--- src/rtl/branch_predict_unit_pkg.sv ---
// Shared constants and helpers for the branch predict unit: opcodes, flag
// positions, 2-bit direction counter states and branch resolution functions.
package branch_predict_unit_pkg;

  localparam logic [3:0] OP_JMP  = 4'h1;
  localparam logic [3:0] OP_BRZ  = 4'h2;
  localparam logic [3:0] OP_BRNZ = 4'h3;
  localparam logic [3:0] OP_BRNS = 4'h4;

  localparam int unsigned FLAG_Z = 0;
  localparam int unsigned FLAG_N = 1;

  typedef enum logic [1:0] {
    SC_SNT = 2'b00,
    SC_WNT = 2'b01,
    SC_WT  = 2'b10,
    SC_ST  = 2'b11
  } sc_state_e;

  function automatic logic is_known_op(input logic [3:0] op);
    return (op == OP_JMP) || (op == OP_BRZ) || (op == OP_BRNZ) || (op == OP_BRNS);
  endfunction

  function automatic logic is_cond_op(input logic [3:0] op);
    return (op == OP_BRZ) || (op == OP_BRNZ) || (op == OP_BRNS);
  endfunction

  // Unknown opcodes resolve not-taken so they can never redirect fetch.
  function automatic logic resolve_taken(input logic [3:0] op, input logic [3:0] flags);
    logic taken;
    case (op)
      OP_JMP:  taken = 1'b1;
      OP_BRZ:  taken = flags[FLAG_Z];
      OP_BRNZ: taken = ~flags[FLAG_Z];
      OP_BRNS: taken = ~flags[FLAG_N];
      default: taken = 1'b0;
    endcase
    return taken;
  endfunction

endpackage

--- src/rtl/branch_predict_unit_sat_counter2.sv ---
// One 2-bit saturating direction counter; resets to weak-not-taken.
module sat_counter2
  import branch_predict_unit_pkg::*;
(
  input  logic      clk,
  input  logic      rst_n,
  input  logic      inc_i,
  input  logic      dec_i,
  output sc_state_e cnt_o
);

  sc_state_e cnt_q, cnt_d;

  always_comb begin
    cnt_d = cnt_q;
    if (inc_i && (cnt_q != SC_ST)) begin
      cnt_d = sc_state_e'(cnt_q + 2'd1);
    end else if (dec_i && (cnt_q != SC_SNT)) begin
      cnt_d = sc_state_e'(cnt_q - 2'd1);
    end else begin
      cnt_d = cnt_q;
    end
  end

  always_ff @(posedge clk or negedge rst_n) begin
    if (!rst_n) begin
      cnt_q <= SC_WNT;
    end else begin
      cnt_q <= cnt_d;
    end
  end

  assign cnt_o = cnt_q;

endmodule

--- src/rtl/branch_predict_unit.sv ---
// Branch predict unit: registered fetch prediction, registered execute resolution
// and perf counters. Direction table is built only when BRANCH_PREDICT_EN is defined.
module branch_predict_unit
  import branch_predict_unit_pkg::*;
#(
  parameter int PC_W  = 16,
  parameter int OFF_W = 16,
  parameter int IDX_W = 4,
  parameter int CNT_W = 16
) (
  input  logic             clk,
  input  logic             rst_n,
  input  logic             f_valid_i,
  input  logic [PC_W-1:0]  f_pc_i,
  input  logic [OFF_W-1:0] f_offset_i,
  input  logic             f_uncond_i,
  output logic             p_valid_o,
  output logic             p_taken_o,
  output logic [PC_W-1:0]  p_target_o,
  input  logic             e_valid_i,
  input  logic [PC_W-1:0]  e_pc_i,
  input  logic [3:0]       e_type_i,
  input  logic [OFF_W-1:0] e_offset_i,
  input  logic [3:0]       e_flags_i,
  input  logic             e_pred_taken_i,
  output logic             r_valid_o,
  output logic             r_taken_o,
  output logic [PC_W-1:0]  r_target_o,
  output logic             r_mispredict_o,
  output logic [PC_W-1:0]  r_redirect_pc_o,
  output logic [CNT_W-1:0] n_branches_o,
  output logic [CNT_W-1:0] n_mispredicts_o
);

  // Size cast of a signed operand sign-extends (or truncates) to PC_W.
  function automatic logic [PC_W-1:0] calc_target(input logic [PC_W-1:0] pc,
                                                  input logic [OFF_W-1:0] off);
    return pc + PC_W'(1) + PC_W'($signed(off));
  endfunction

  localparam logic [CNT_W-1:0] CNT_MAX = {CNT_W{1'b1}};

  logic e_taken_s, e_known_s, pred_dir_s;
  assign e_taken_s = resolve_taken(e_type_i, e_flags_i);
  assign e_known_s = is_known_op(e_type_i);

`ifdef BRANCH_PREDICT_EN
  localparam int N_ENT = 1 << IDX_W;
  sc_state_e cnt_s [N_ENT];
  logic      upd_s;
  logic [1:0] f_cnt_s;
  assign upd_s = e_valid_i && is_cond_op(e_type_i);

  for (genvar i = 0; i < N_ENT; i++) begin : g_pht
    sat_counter2 u_cnt (
      .clk   (clk),
      .rst_n (rst_n),
      .inc_i (upd_s && e_taken_s  && (e_pc_i[IDX_W-1:0] == IDX_W'(i))),
      .dec_i (upd_s && !e_taken_s && (e_pc_i[IDX_W-1:0] == IDX_W'(i))),
      .cnt_o (cnt_s[i])
    );
  end

  // Counters present their pre-update state, giving read-before-write.
  assign f_cnt_s    = cnt_s[f_pc_i[IDX_W-1:0]];
  assign pred_dir_s = f_cnt_s[1];
`else
  assign pred_dir_s = 1'b0;
`endif

  logic             p_valid_q, p_valid_d, p_taken_q, p_taken_d;
  logic [PC_W-1:0]  p_target_q, p_target_d;
  logic             r_valid_q, r_valid_d, r_taken_q, r_taken_d;
  logic             r_mispredict_q, r_mispredict_d;
  logic [PC_W-1:0]  r_target_q, r_target_d, r_redirect_q, r_redirect_d;
  logic [CNT_W-1:0] n_br_q, n_br_d, n_mp_q, n_mp_d;

  // Next-state: data outputs only load on a valid request, otherwise hold.
  always_comb begin
    p_valid_d      = f_valid_i;
    p_taken_d      = p_taken_q;
    p_target_d     = p_target_q;
    r_valid_d      = e_valid_i;
    r_taken_d      = r_taken_q;
    r_target_d     = r_target_q;
    r_mispredict_d = r_mispredict_q;
    r_redirect_d   = r_redirect_q;
    n_br_d         = n_br_q;
    n_mp_d         = n_mp_q;
    if (f_valid_i) begin
      p_taken_d  = f_uncond_i | pred_dir_s;
      p_target_d = p_taken_d ? calc_target(f_pc_i, f_offset_i) : (f_pc_i + PC_W'(1));
    end else begin
      p_taken_d  = p_taken_q;
    end
    if (e_valid_i) begin
      r_taken_d      = e_taken_s;
      r_target_d     = calc_target(e_pc_i, e_offset_i);
      r_mispredict_d = e_taken_s ^ e_pred_taken_i;
      r_redirect_d   = e_taken_s ? r_target_d : (e_pc_i + PC_W'(1));
      if (e_known_s) begin
        n_br_d = (n_br_q != CNT_MAX) ? (n_br_q + CNT_W'(1)) : n_br_q;
        if (r_mispredict_d && (n_mp_q != CNT_MAX)) begin
          n_mp_d = n_mp_q + CNT_W'(1);
        end else begin
          n_mp_d = n_mp_q;
        end
      end else begin
        n_br_d = n_br_q;
      end
    end else begin
      r_taken_d = r_taken_q;
    end
  end

  // Output and counter registers.
  always_ff @(posedge clk or negedge rst_n) begin
    if (!rst_n) begin
      p_valid_q      <= 1'b0;
      p_taken_q      <= 1'b0;
      p_target_q     <= {PC_W{1'b0}};
      r_valid_q      <= 1'b0;
      r_taken_q      <= 1'b0;
      r_target_q     <= {PC_W{1'b0}};
      r_mispredict_q <= 1'b0;
      r_redirect_q   <= {PC_W{1'b0}};
      n_br_q         <= {CNT_W{1'b0}};
      n_mp_q         <= {CNT_W{1'b0}};
    end else begin
      p_valid_q      <= p_valid_d;
      p_taken_q      <= p_taken_d;
      p_target_q     <= p_target_d;
      r_valid_q      <= r_valid_d;
      r_taken_q      <= r_taken_d;
      r_target_q     <= r_target_d;
      r_mispredict_q <= r_mispredict_d;
      r_redirect_q   <= r_redirect_d;
      n_br_q         <= n_br_d;
      n_mp_q         <= n_mp_d;
    end
  end

  assign p_valid_o       = p_valid_q;
  assign p_taken_o       = p_taken_q;
  assign p_target_o      = p_target_q;
  assign r_valid_o       = r_valid_q;
  assign r_taken_o       = r_taken_q;
  assign r_target_o      = r_target_q;
  assign r_mispredict_o  = r_mispredict_q;
  assign r_redirect_pc_o = r_redirect_q;
  assign n_branches_o    = n_br_q;
  assign n_mispredicts_o = n_mp_q;

endmodule

--- config.mk ---
export PLATFORM = sky130hd
export DESIGN_NAME = branch_predict_unit
export DESIGN_NICKNAME = d
export VERILOG_FILES = /design/src/rtl/branch_predict_unit_pkg.sv /design/src/rtl/branch_predict_unit_sat_counter2.sv /design/src/rtl/branch_predict_unit.sv
export SDC_FILE = /design/constraint.sdc
export NUM_CORES = 1
export LEC_CHECK = 0
export BUFFER_PORTS_ARGS = -buffer_cell sky130_fd_sc_hd__buf_4
export CAP_MARGIN = 10
export CORE_MARGIN = 2
export CORE_UTILIZATION = 40
export CTS_CLUSTER_DIAMETER = 30
export CTS_CLUSTER_SIZE = 10
export DETAILED_ROUTE_END_ITERATION = 7
export SYNTH_ARGS = -nofsm -noshare
export SYNTH_HDL_FRONTEND = slang
export SYNTH_SLANG_ARGS = --single-unit
--- constraint.sdc ---
create_clock -name clk -period 2.2 [get_ports clk]
set_input_delay 0.22 -clock clk [delete_from_list [all_inputs] [get_ports clk]]
set_output_delay 0.22 -clock clk [all_outputs]
set_load 0.02 [all_outputs]
==> impl_metrics.py, run 1 <==
metrics = {
    "outcome": {
        "outcome": "finished with violations",
        "violations": "negative setup slack",
    },
    "clock_tree": {
        "cts.path.max_buffers": 2,
        "clkSlewWorstSetupHoldPaths_ns": 0.07,
        "htree_levels": 3,
        "clk_latency_ns": 0.36,
        "cts_tree": "done",
        "numCtsBuffers": 9,
        "cts_root_buffer": "clkbuf_16",
        "cts_sinks": 85,
    },
    "synth": {
        "async_flop_share_pct": 100,
        "yosysWarnings": 0,
        "yosysUniqueCellTypes": 58,
        "synth_edf_count": 0,
        "synth_seq_cells": 85,
        "syn_area_per_cell_um2": 9.15,
        "syn_inst": 644,
        "synth_fp_nets": 764,
        "syn_area_um2": 5900,
        "dominantRegCellSynth": "dfrtp_1",
        "ys_seq_area_share_pct": 36.1,
    },
    "layout": {
        "multiInputGateArea_um2": 4370,
        "nets": 1063,
        "layout-drive-gt1-share_pct": 45.6,
        "area_growth_pct": 60.3,
        "fillers": 1181,
        "n_antenna_cell": 0,
        "seqCellArea_um2": 2130,
        "final_cells": 1132,
    },
    "placement": {
        "dp_hpwl_mm": 14.0,
        "place_congestion": 0.876,
        "dp_slack_ns": -0.545,
        "placed_cells": 1106,
        "port_buffers": 160,
    },
    "critical_path": {
        "crit_path_max_fanout": 4,
        "crit_type": "input port to flip-flop",
        "reg2reg_slack_ns": 0.22,
        "critPathArrivalTime_ns": 2.47,
        "r2r_end": "n_mispredicts_o[1]",
        "crit_chain": "buf_4 > and3_4 > and4_4 > nand4_1 > xnor2_2 > ha_1 > buf_6 > a21oi_4 > o21ai_2 > a21oi_1 > o21a_2 > mux2i_2 > o2111ai_1",
        "cp-start-kind": "input port",
        "cpPeakStageDelay_ns": 0.28,
        "end_kind": "flip-flop",
        "reg2regPathDepth": 6,
        "cpMaxStageDelayCell": "ha_1",
        "reg2reg_from": "n_mispredicts_o[5]",
        "worst-endpoint-required_ns": 2.43,
    },
    "worst_hold_path": {
        "hold_start": "f_valid_i",
        "hold_path.class": "input port to flip-flop",
        "whs_endpoint": "p_valid_o",
        "hold_depth": 1,
    },
    "sta": {
        "min_period_ns": 2.24,
        "slew_violations": 0,
        "finalSetupViolations": 5,
        "max_freq_ghz": 0.446,
        "worstMarginPinSlew_ns": 0.610,
        "min_period_over_period_pct": 102,
        "hold_violations": 0,
        "rsz0062_at_grt": "true",
        "setup_ws_ns": -0.0408,
        "fin_setup_tns_ns": -0.0890,
        "relSlewSlack_pct": 59.3,
        "skew_ns": 0.00942,
    },
    "pwr": {
        "p_int_w": 0.00390,
        "p_sw_share_pct": 36.2,
        "cellPowerDensity_nw_per_um2": 646,
        "clockPowerShare_pct": 27.1,
        "power_frac_seq_pct": 33.4,
        "finalPower_w": 0.00610,
        "p_sw_w": 0.00221,
        "ir_drop_uv": 382,
        "p_leak_nw": 4.42,
        "pwr-share-comb_pct": 39.5,
    },
    "global_routing": {
        "grtUsageTotal_pct": 23.1,
        "antenna_found_initial": 0,
        "grt_overflow": 0,
        "grt_pass1_wl_mm": 29.8,
        "grt_max_degree": 45,
        "first_global_vias": 6118,
    },
    "floorplanning": {
        "die_width_um": 125,
        "core_area_um2": 14500,
        "die_area_um2": 15700,
        "io_pins": 163,
        "rows": 44,
        "start_util_pct": 40.7,
        "die_y_um": 125,
    },
    "detailed_routing": {
        "first_pass_iters": 4,
        "drc": 0,
        "wl_per_cell_um": 16.4,
        "ant_nets": 0,
        "detail_route.iter0.violations": 349,
        "route.vias.total": 6174,
        "via_per_inst": 5.45,
        "drt_wl_total_mm": 18.6,
    },
    "run": {
        "maxCapViolCount": 0,
    },
}
-- Yosys cell counts, types with 2 or more instances --
master	count	share of area (%)
a21o_1	8	1.0
a211oi_1	6	0.76
xnor2_1	41	6.1
mux2_2	17	3.2
nor4_1	6	0.64
a22oi_1	8	1.0
nand4_1	20	2.1
and3_1	15	1.6
and4_1	10	1.5
buf_2	2	0.17
nor3_1	15	1.3
a22o_1	4	0.59
a2111oi_0	2	0.30
nand2_1	55	3.5
a21oi_1	52	4.4
inv_1	13	0.83
o21bai_1	4	0.51
a31o_2	3	0.45
dfrtp_1	85	36
a221oi_1	2	0.30
nand3_1	33	2.8
o21a_1	6	0.76
nor2b_1	3	0.32
nor3b_1	8	1.0
nand3b_1	2	0.25
xor2_1	32	4.8
ha_1	40	8.5
o22ai_1	2	0.21
fa_1	2	0.68
nand2b_1	2	0.21
nor2_1	49	3.1
clkbuf_1	15	0.95
o211ai_1	7	0.89
o31ai_1	4	0.51
a31oi_1	5	0.53
or4_1	3	0.38
nand4b_1	2	0.30
o311ai_0	3	0.45
mux2i_1	6	1.0
o21ai_0	34	2.9
-- cell type report --
| cell class | count | share of cell area (%) |
|---|---|---|
| clock buffer | 9 | 2.38 |
| tap | 184 | 2.44 |
| inverter | 13 | 0.516 |
| timing repair buffer | 306 | 25.0 |
| clock inverter | 7 | 0.927 |
| sequential | 85 | 22.5 |
| multi-input combinational | 528 | 46.3 |
-- critical path: cells and delay by family --
| kind | cells | cell delay, ns |
|---|---|---|
| adders and majority gates | 1 | 0.28 |
| xor gates and xnor gates | 1 | 0.22 |
| muxes | 1 | 0.24 |
| AOI/OAI and AO/OA | 5 | 0.65 |
| and+or+nand+nor | 3 | 0.60 |
| buffers and inverters | 2 | 0.24 |
-- layout by cell type, fill, tap and decap left out, drive strengths merged, types with 18 or more instances in the layout --
| cell | Yosys | routed |
|---|---|---|
| nand2 | 55 | 55 |
| o21ai | 34 | 34 |
| nand3 | 33 | 33 |
| nor2 | 49 | 49 |
| xnor2 | 42 | 42 |
| buf | 3 | 305 |
| dfrtp | 85 | 85 |
| nand4 | 20 | 20 |
| xor2 | 32 | 32 |
| a21oi | 53 | 53 |
| mux2 | 18 | 18 |
| ha | 40 | 40 |
-- per-stage QoR --
stage          hold WS (ns)  instance area (um^2)  utilization (%)
4_1_cts               0.115                  8940             61.7
5_1_grt               0.124                  9450             65.3
2_1_floorplan       -0.0756                  6060                -
3_3_place_gp          0.251                  8430             58.2
3_5_place_dp          0.258                  8430             58.2
6_report              0.123                  9450             65.3
-- per-layer routing --
metal | part of all wire, % | track usage [%] | routed length [um]
met1 | 44 | 30.4 | 8250
met2 | 49 | 39.4 | 9070
met3 | 4.8 | 3.29 | 889
met4 | 2.0 | 7.12 | 367
met5 | 0 | 0 | 0
-- what timing repair did --
| item | 4_1_cts | 5_1_grt |
|---|---|---|
| hold buffers | 1 | 0 |
| resized for setup | 30 | 82 |
| hold endpoints to repair | 40 | 0 |
| gates cloned | 0 | 0 |
| pin swaps | 16 | 47 |
| endpoints found under the setup margin | 19 | 23 |
| buffers inserted | 4 | 5 |
-- sequential cells by signal (all words and copies together) (netlist names) --
| signal | flops |
|---|---|
| p_target_o | 16 |
| r_taken_o | 1 |
| r_valid_o | 1 |
| r_redirect_pc_o | 16 |
| p_taken_o | 1 |
| n_mispredicts_o | 16 |
| r_target_o | 16 |
| r_mispredict_o | 1 |
| n_branches_o | 16 |
| p_valid_o | 1 |
-- how the worst max path moves through the flow --
| stage | from | to | slack [ns] | cells after the start |
|---|---|---|---|---|
| after floorplan | f_pc_i[4] | p_target_o[15] | -0.28 | 12 |
| after global placement | f_pc_i[0] | p_target_o[15] | -0.46 | 12 |
| after detailed placement | f_pc_i[0] | p_target_o[15] | -0.54 | 12 |
| after CTS | f_pc_i[3] | p_target_o[14] | 0.0005 | 13 |
| after global routing | e_pc_i[0] | r_target_o[15] | -0.12 | 13 |
| final | e_pc_i[5] | r_target_o[15] | -0.04 | 13 |
-- cell families (layout without fill, tap and decap cells) --
logic type / Yosys count / after routing / share of synthesized area (%)
AND/OR/NAND/NOR: 229 / 229 / 20.0
AO/OA/AOI/OAI: 159 / 159 / 17.1
flip-flops: 85 / 85 / 36.1
XOR/XNOR: 74 / 74 / 11.1
adder cells (fa/ha/maj): 42 / 42 / 9.17
buffers and inverters: 31 / 335 / 2.02
multiplexers: 24 / 24 / 4.52
-- power groups by stage --
stage               Clock, W  Sequential (W)  Combinational (W)
floorplan                  0         0.00231           0.000863
global placement           0         0.00205            0.00217
detailed placement         0         0.00206            0.00221
CTS                  0.00167         0.00204            0.00227
global route         0.00175         0.00207            0.00260
finish               0.00166         0.00204            0.00241
No activity file was read; power rests on OpenSTA's default activity.
==> run 2, diff against run 1 <==
--- a/config.mk
+++ b/config.mk
@@ -8,10 +8,12 @@
 export BUFFER_PORTS_ARGS = -buffer_cell sky130_fd_sc_hd__buf_4
 export CAP_MARGIN = 10
 export CORE_MARGIN = 2
-export CORE_UTILIZATION = 40
+export CORE_UTILIZATION = 54
 export CTS_CLUSTER_DIAMETER = 30
 export CTS_CLUSTER_SIZE = 10
 export DETAILED_ROUTE_END_ITERATION = 7
+export PLACE_DENSITY = 0.82
 export SYNTH_ARGS = -nofsm -noshare
 export SYNTH_HDL_FRONTEND = slang
+export SYNTH_HIERARCHICAL = 1
 export SYNTH_SLANG_ARGS = --single-unit
==> run 2 against run 1 <==
The flow still finishes with violations (negative setup slack). Flip-flop and latch count stayed put. First-iteration DRC count is 130% higher. Sequential power hardly changed. Synthesized area stayed put. Register-to-register slack worse by 0.15 ns. Clock power is 29% lower. Design area is 0.28% higher. Critical path depth stayed put. Die area is 25% lower. Combinational power is 9.5% higher. Utilization is 23 points higher. Largest cell class unchanged. Largest power group unchanged.
==> impl_metrics.py, run 2 <==
metrics = {
    "outcome": {
        "outcome": "finished with violations",
        "violations": "negative setup slack",
    },
    "global_routing": {
        "grt_max_degree": 52,
        "antenna_found_initial": 2,
        "grt_pass1_wl_mm": 30.8,
        "first_global_vias": 6472,
        "grtUsageTotal_pct": 32.8,
        "grt_overflow": 0,
    },
    "detailed_routing": {
        "route.vias.total": 7153,
        "drc": 0,
        "detail_route.iter0.violations": 813,
        "via_per_inst": 6.52,
        "wl_per_cell_um": 23.3,
        "ant_nets": 0,
        "drt_wl_total_mm": 25.6,
        "first_pass_iters": 8,
    },
    "pwr": {
        "power_frac_seq_pct": 35.1,
        "p_int_w": 0.00349,
        "p_sw_w": 0.00241,
        "pwr-share-comb_pct": 44.8,
        "ir_drop_uv": 468,
        "p_leak_nw": 4.48,
        "cellPowerDensity_nw_per_um2": 622,
        "p_sw_share_pct": 40.9,
        "clockPowerShare_pct": 20.1,
    },
    "floorplanning": {
        "rows": 38,
        "die_width_um": 108,
        "start_util_pct": 54.9,
        "die_y_um": 108,
        "core_area_um2": 10700,
        "io_pins": 163,
        "die_area_um2": 11800,
    },
    "critical_path": {
        "r2r_end": "n_branches_o[9]",
        "worst-path-buf-inv": 2,
        "crit_chain": "buf_6 > ha_4 > and4_4 > buf_4 > nand3_2 > xnor2_2 > ha_4 > a21oi_2 > o21ai_2 > a21oi_2 > o21a_2 > mux2i_2 > nand3_1",
        "cpMaxStageDelayCell": "xnor2_2",
        "crit_type": "input port to flip-flop",
        "critPathArrivalTime_ns": 2.82,
        "end_kind": "flip-flop",
        "reg2reg_from": "n_branches_o[8]",
        "reg2reg_slack_ns": 0.07,
        "cpPeakStageDelay_ns": 0.49,
        "crit_path_max_fanout": 4,
        "cp-start-kind": "input port",
        "reg2regPathDepth": 7,
        "crit_family": "simple AND/OR/NAND/NOR gates",
        "worst-endpoint-required_ns": 2.41,
    },
    "placement": {
        "dp_hpwl_mm": 13.7,
        "port_buffers": 160,
        "place_area_um2": 8340,
        "dp_slack_ns": -0.531,
        "place_congestion": 0.924,
    },
    "clock_tree": {
        "cts.path.max_buffers": 2,
        "clkSlewWorstSetupHoldPaths_ns": 0.10,
        "cts_root_buffer": "clkbuf_8",
        "htree_levels": 3,
        "clk_latency_ns": 0.37,
        "cts_sinks": 85,
        "cts_tree": "done",
        "numCtsBuffers": 9,
    },
    "synth": {
        "yosysUniqueCellTypes": 58,
        "yosysWarnings": 6,
        "synth.area.top_cells": "dfrtp_1, ha_1, xnor2_1, xor2_1, a21oi_1",
        "synth_top_cell_area_share_pct": 36.1,
        "synth_seq_cells": 85,
        "async_flop_share_pct": 100,
        "yosysMostFrequentCell": "dfrtp_1",
        "synth_fp_nets": 764,
        "ys_top_cells_by_count": "dfrtp_1, nand2_1, a21oi_1, nor2_1, xnor2_1",
        "syn_area_um2": 5900,
        "synth_edf_count": 0,
        "syn_inst": 644,
        "ys_seq_area_share_pct": 36.1,
        "syn_area_per_cell_um2": 9.15,
        "yosysTopAreaCell": "dfrtp_1",
        "dominantRegCellSynth": "dfrtp_1",
    },
    "sta": {
        "min_period_ns": 2.60,
        "setup_ws_ns": -0.405,
        "max_freq_ghz": 0.384,
        "relSlewSlack_pct": 44.7,
        "slew_violations": 0,
        "min_period_over_period_pct": 118,
        "worstMarginPinSlew_ns": 0.823,
        "finalSetupViolations": 19,
        "hold_violations": 0,
        "rsz0062_at_grt": "true",
        "skew_ns": 0.00819,
    },
    "layout": {
        "n_antenna_cell": 0,
        "nets": 1072,
        "area_growth_pct": 60.8,
        "layout_common_cells": "buf_4, dfrtp_1, nand2_1, nor2_1, a21oi_1",
        "fin_area_um2": 9480,
        "layout-drive-gt1-share_pct": 48.9,
        "layout_commonest_cell": "buf_4",
    },
    "worst_hold_path": {
        "whs_endpoint": "p_valid_o",
        "hold_path.class": "input port to flip-flop",
        "hold_depth": 1,
        "hold_start": "f_valid_i",
    },
    "run": {
        "maxCapViolCount": 0,
    },
}
run 2: worst reg2reg max path, stage by stage (launching register included):
cell     delay, ns
dfrtp_1       0.46
and4_1        0.27
and4_1        0.24
nand4_1       0.18
nand2_1       0.22
buf_4         0.24
nor4_1        0.28
xor2_1        0.17
run 2: worst max-delay path by stage:
| stage | startpoint | endpoint | slack (ns) | cells after the start |
|---|---|---|---|---|
| floorplan | f_pc_i[4] | p_target_o[15] | -0.28 | 12 |
| global placement | f_pc_i[4] | p_target_o[15] | -0.43 | 12 |
| detailed placement | e_pc_i[5] | r_target_o[15] | -0.53 | 13 |
| CTS | e_pc_i[0] | r_target_o[15] | -0.02 | 13 |
| global route | e_pc_i[0] | r_redirect_pc_o[15] | -0.68 | 13 |
| finish | e_pc_i[0] | r_redirect_pc_o[15] | -0.40 | 13 |
run 2: cells by family after synthesis:
group                    synth area share, %
XOR/XNOR                                11.1
AO/OA/AOI/OAI                           17.1
AND/OR/NAND/NOR                         20.0
adder cells (fa/ha/maj)                 9.17
multiplexers                            4.52
buffers and inverters                   2.02
flip-flops                              36.1
run 2: what timing repair did:
action                                 CTS  global route
setup endpoints to repair               13            31
buffers inserted                         4            19
pin swaps                               16            66
endpoints found under the hold margin   34             0
hold buffers                             1             0
resized for setup                       28           111
run 2: through the flow:
step | total power [W] | util (%) | cells | TNS [ns] | hold WS (ns)
after floorplan | 0.00317 | - | 644 | -0.952 | -0.0756
after global placement | 0.00418 | 77.6 | 1057 | -8.26 | 0.215
after detailed placement | 0.00427 | 77.6 | 1057 | -10.68 | 0.223
after CTS | 0.00545 | 81.6 | 1078 | -0.0209 | 0.0944
after global routing | 0.00612 | 88.2 | 1097 | -4.29 | 0.0956
final | 0.00589 | 88.2 | 1097 | -2.61 | 0.113
run 2: routing by layer:
layer / GRT usage [%] / routed length, um / up-vias
li1: - / - / 3005
met1: 39.8 / 8570 / 3382
met2: 58.2 / 12300 / 563
met3: 5.30 / 2660 / 201
met4: 12.7 / 2020 / 2
met5: 0 / 11 / -
run 2: power by group through the flow:
stage	Sequential (W)	Combinational, W	Clock [W]
3_3_place_gp	0.00205	0.00214	0
6_report	0.00207	0.00264	0.00118
5_1_grt	0.00209	0.00278	0.00125
4_1_cts	0.00204	0.00226	0.00116
2_1_floorplan	0.00231	0.000863	0
3_5_place_dp	0.00207	0.00220	0
run 2: cell type report:
cell class | count | area (um^2)
Clock inverter | 7 | 81.3
Inverter | 13 | 48.8
Sequential cell | 85 | 2130
Multi-Input combinational cell | 528 | 4470
Tap cell | 140 | 175
Fill cell | 485 | 1270
Clock buffer | 9 | 124
Timing Repair Buffer | 315 | 2450
==> run 3, diff against run 2 <==
--- a/config.mk
+++ b/config.mk
@@ -8,11 +8,12 @@
 export BUFFER_PORTS_ARGS = -buffer_cell sky130_fd_sc_hd__buf_4
 export CAP_MARGIN = 10
 export CORE_MARGIN = 2
-export CORE_UTILIZATION = 54
-export CTS_CLUSTER_DIAMETER = 30
+export CORE_UTILIZATION = 45
+export CTS_CLUSTER_DIAMETER = 200
 export CTS_CLUSTER_SIZE = 10
 export DETAILED_ROUTE_END_ITERATION = 7
-export PLACE_DENSITY = 0.82
+export PLACE_DENSITY = 0.7
+export RECOVER_POWER = 100
 export SYNTH_ARGS = -nofsm -noshare
 export SYNTH_HDL_FRONTEND = slang
 export SYNTH_HIERARCHICAL = 1
==> run 3 against run 2 <==
The run still ends with negative setup slack left. Flip-flop and latch count did not move. Design area is 3.3% lower. Via count fell by 8.9%. Critical path depth unchanged. Die area rose by 19%. First-iteration DRC count is 42% lower. Count of clock-buffer cells in the layout is the same. Combinational power down 13%. Non-clock buffer count up 7. Critical endpoint is now r_target_o[14].
==> impl_metrics.py, run 3 (synthesis results as in run 2) <==
metrics = {
    "pwr": {
        "p_leak_nw": 4.13,
        "finalPower_w": 0.00592,
        "ir_drop_uv": 562,
        "cellPowerDensity_nw_per_um2": 646,
    },
    "global_routing": {
        "grt_overflow": 0,
        "grtUsageTotal_pct": 27.2,
        "grt_max_degree": 57,
        "gr-usage-met3_pct": 4.30,
        "grt_pass1_wl_mm": 31.1,
        "antenna_found_initial": 0,
        "gr-usage-met2_pct": 47.5,
        "first_global_vias": 6532,
        "top_usage_layer": "met2",
        "met1_usage_pct": 32.9,
    },
    "layout": {
        "utilization_pct": 72.0,
        "layout_commonest_cell": "buf_4",
        "n_antenna_cell": 0,
        "area_growth_pct": 55.5,
        "layout-drive-gt1-share_pct": 37.8,
        "nets": 1079,
        "final_cells": 1135,
        "layout_common_cells": "buf_4, clkbuf_1, dfrtp_1, nand2_1, nor2_1",
    },
    "clock_tree": {
        "cts_root_buffer": "clkbuf_16",
        "htree_levels": 3,
        "numCtsBuffers": 9,
        "clk_latency_ns": 0.35,
        "cts_tree": "done",
        "cts_sinks": 85,
        "clkSlewWorstSetupHoldPaths_ns": 0.07,
        "cts.path.max_buffers": 2,
    },
    "floorplanning": {
        "start_util_pct": 46.3,
        "io_pins": 163,
        "die_area_um2": 14000,
        "rows": 41,
        "die_width_um": 118,
        "die_y_um": 118,
        "core_area_um2": 12700,
    },
    "worst_hold_path": {
        "hold_path.class": "input port to flip-flop",
    },
    "detailed_routing": {
        "drc": 0,
        "drt_wl_total_mm": 20.9,
        "detail_route.iter0.violations": 472,
        "first_pass_iters": 5,
        "wl_per_cell_um": 18.4,
        "ant_nets": 0,
        "route.vias.total": 6514,
        "via_per_inst": 5.74,
    },
    "sta": {
        "skew_ns": 0.00503,
        "min_period_over_period_pct": 104,
        "slew_violations": 0,
        "hold_slack_ns": 0.143,
        "hold_violations": 0,
        "finalSetupViolations": 8,
        "max_freq_ghz": 0.437,
        "worstMarginPinSlew_ns": 0.988,
        "setup_ws_ns": -0.0859,
        "relSlewSlack_pct": 34.2,
        "rsz0062_at_grt": "true",
        "min_period_ns": 2.29,
    },
    "critical_path": {
        "cp-start-kind": "input port",
        "crit_path_max_fanout": 5,
        "worst-endpoint-required_ns": 2.45,
        "critPathArrivalTime_ns": 2.54,
        "reg2reg_slack_ns": 0.10,
        "crit_type": "input port to flip-flop",
        "end_kind": "flip-flop",
    },
    "placement": {
        "placed_cells": 1100,
        "port_buffers": 160,
        "place_congestion": 0.926,
        "dp_hpwl_mm": 14.1,
    },
    "run": {
        "maxCapViolCount": 0,
    },
    "outcome": {
        "outcome": "finished with violations",
        "violations": "negative setup slack",
    },
}
==> run 3: area by class of cell <==
class / instances / area, um^2
multi-input combinational: 528 / 4340
fill: 1016 / 3560
timing repair buffer: 322 / 2130
sequential: 85 / 2130
clock buffer: 9 / 225
tap: 172 / 215
clock inverter: 6 / 72.6
inverter: 13 / 48.8
==> run 3: path summary, 6_finish.rpt <==
path,startpoint,end,cells past startpoint
worst max-delay path,e_pc_i[2],r_target_o[14],13
worst min-delay path,f_valid_i,p_valid_o,1
worst max register to register,n_mispredicts_o[5],n_mispredicts_o[1],6
worst min register to register,n_branches_o[13],n_branches_o[13],1
max in group asynchronous,rst_n,n_branches_o[5],3
min in group asynchronous,rst_n,r_target_o[14],2
==> run 3: where the power goes <==
| group | internal, W | switching (W) |
|---|---|---|
| clock network | 0.000889 | 0.000706 |
| registers | 0.00181 | 0.000227 |
| logic | 0.000996 | 0.00130 |
| total | 0.00369 | 0.00223 |
==> run 3: metal layers <==
| metal | vias to the layer above | part of all wire (%) |
|---|---|---|
| li1 | 3003 | - |
| met1 | 3104 | 39 |
| met2 | 317 | 50 |
| met3 | 90 | 6.5 |
| met4 | 0 | 4.9 |
| met5 | - | 0 |
==> run 3: what timing repair did <==
item                       4_1_cts  5_1_grt
setup buffers                    4       15
gates cloned                     0        0
setup endpoints to repair       18       26
hold buffers                     1        0
hold endpoints to repair        29        0
resized for setup               31       95
pin swaps                       15       49
==> run 3: metrics by stage <==
step	worst slack (ns)	instance area, um^2	setup TNS (ns)
final	-0.0859	9170	-0.364
after global routing	-0.115	9170	-1.57
after detailed placement	-0.547	8470	-10.70
after global placement	-0.422	8470	-8.46
after floorplan	-0.282	6060	-0.952
after CTS	-0.0498	8960	-0.0588
==> run 3: worst max-delay path, stage by stage <==
cell      delay [ns]
buf_4           0.12
nand3_4         0.14
nor2_2          0.17
and3_4          0.24
xor2_4          0.19
ha_4            0.25
buf_4           0.14
nand2_1         0.10
o21a_1          0.22
o21ai_2         0.08
o21ai_2         0.19
or3b_4          0.39
o311ai_1        0.09
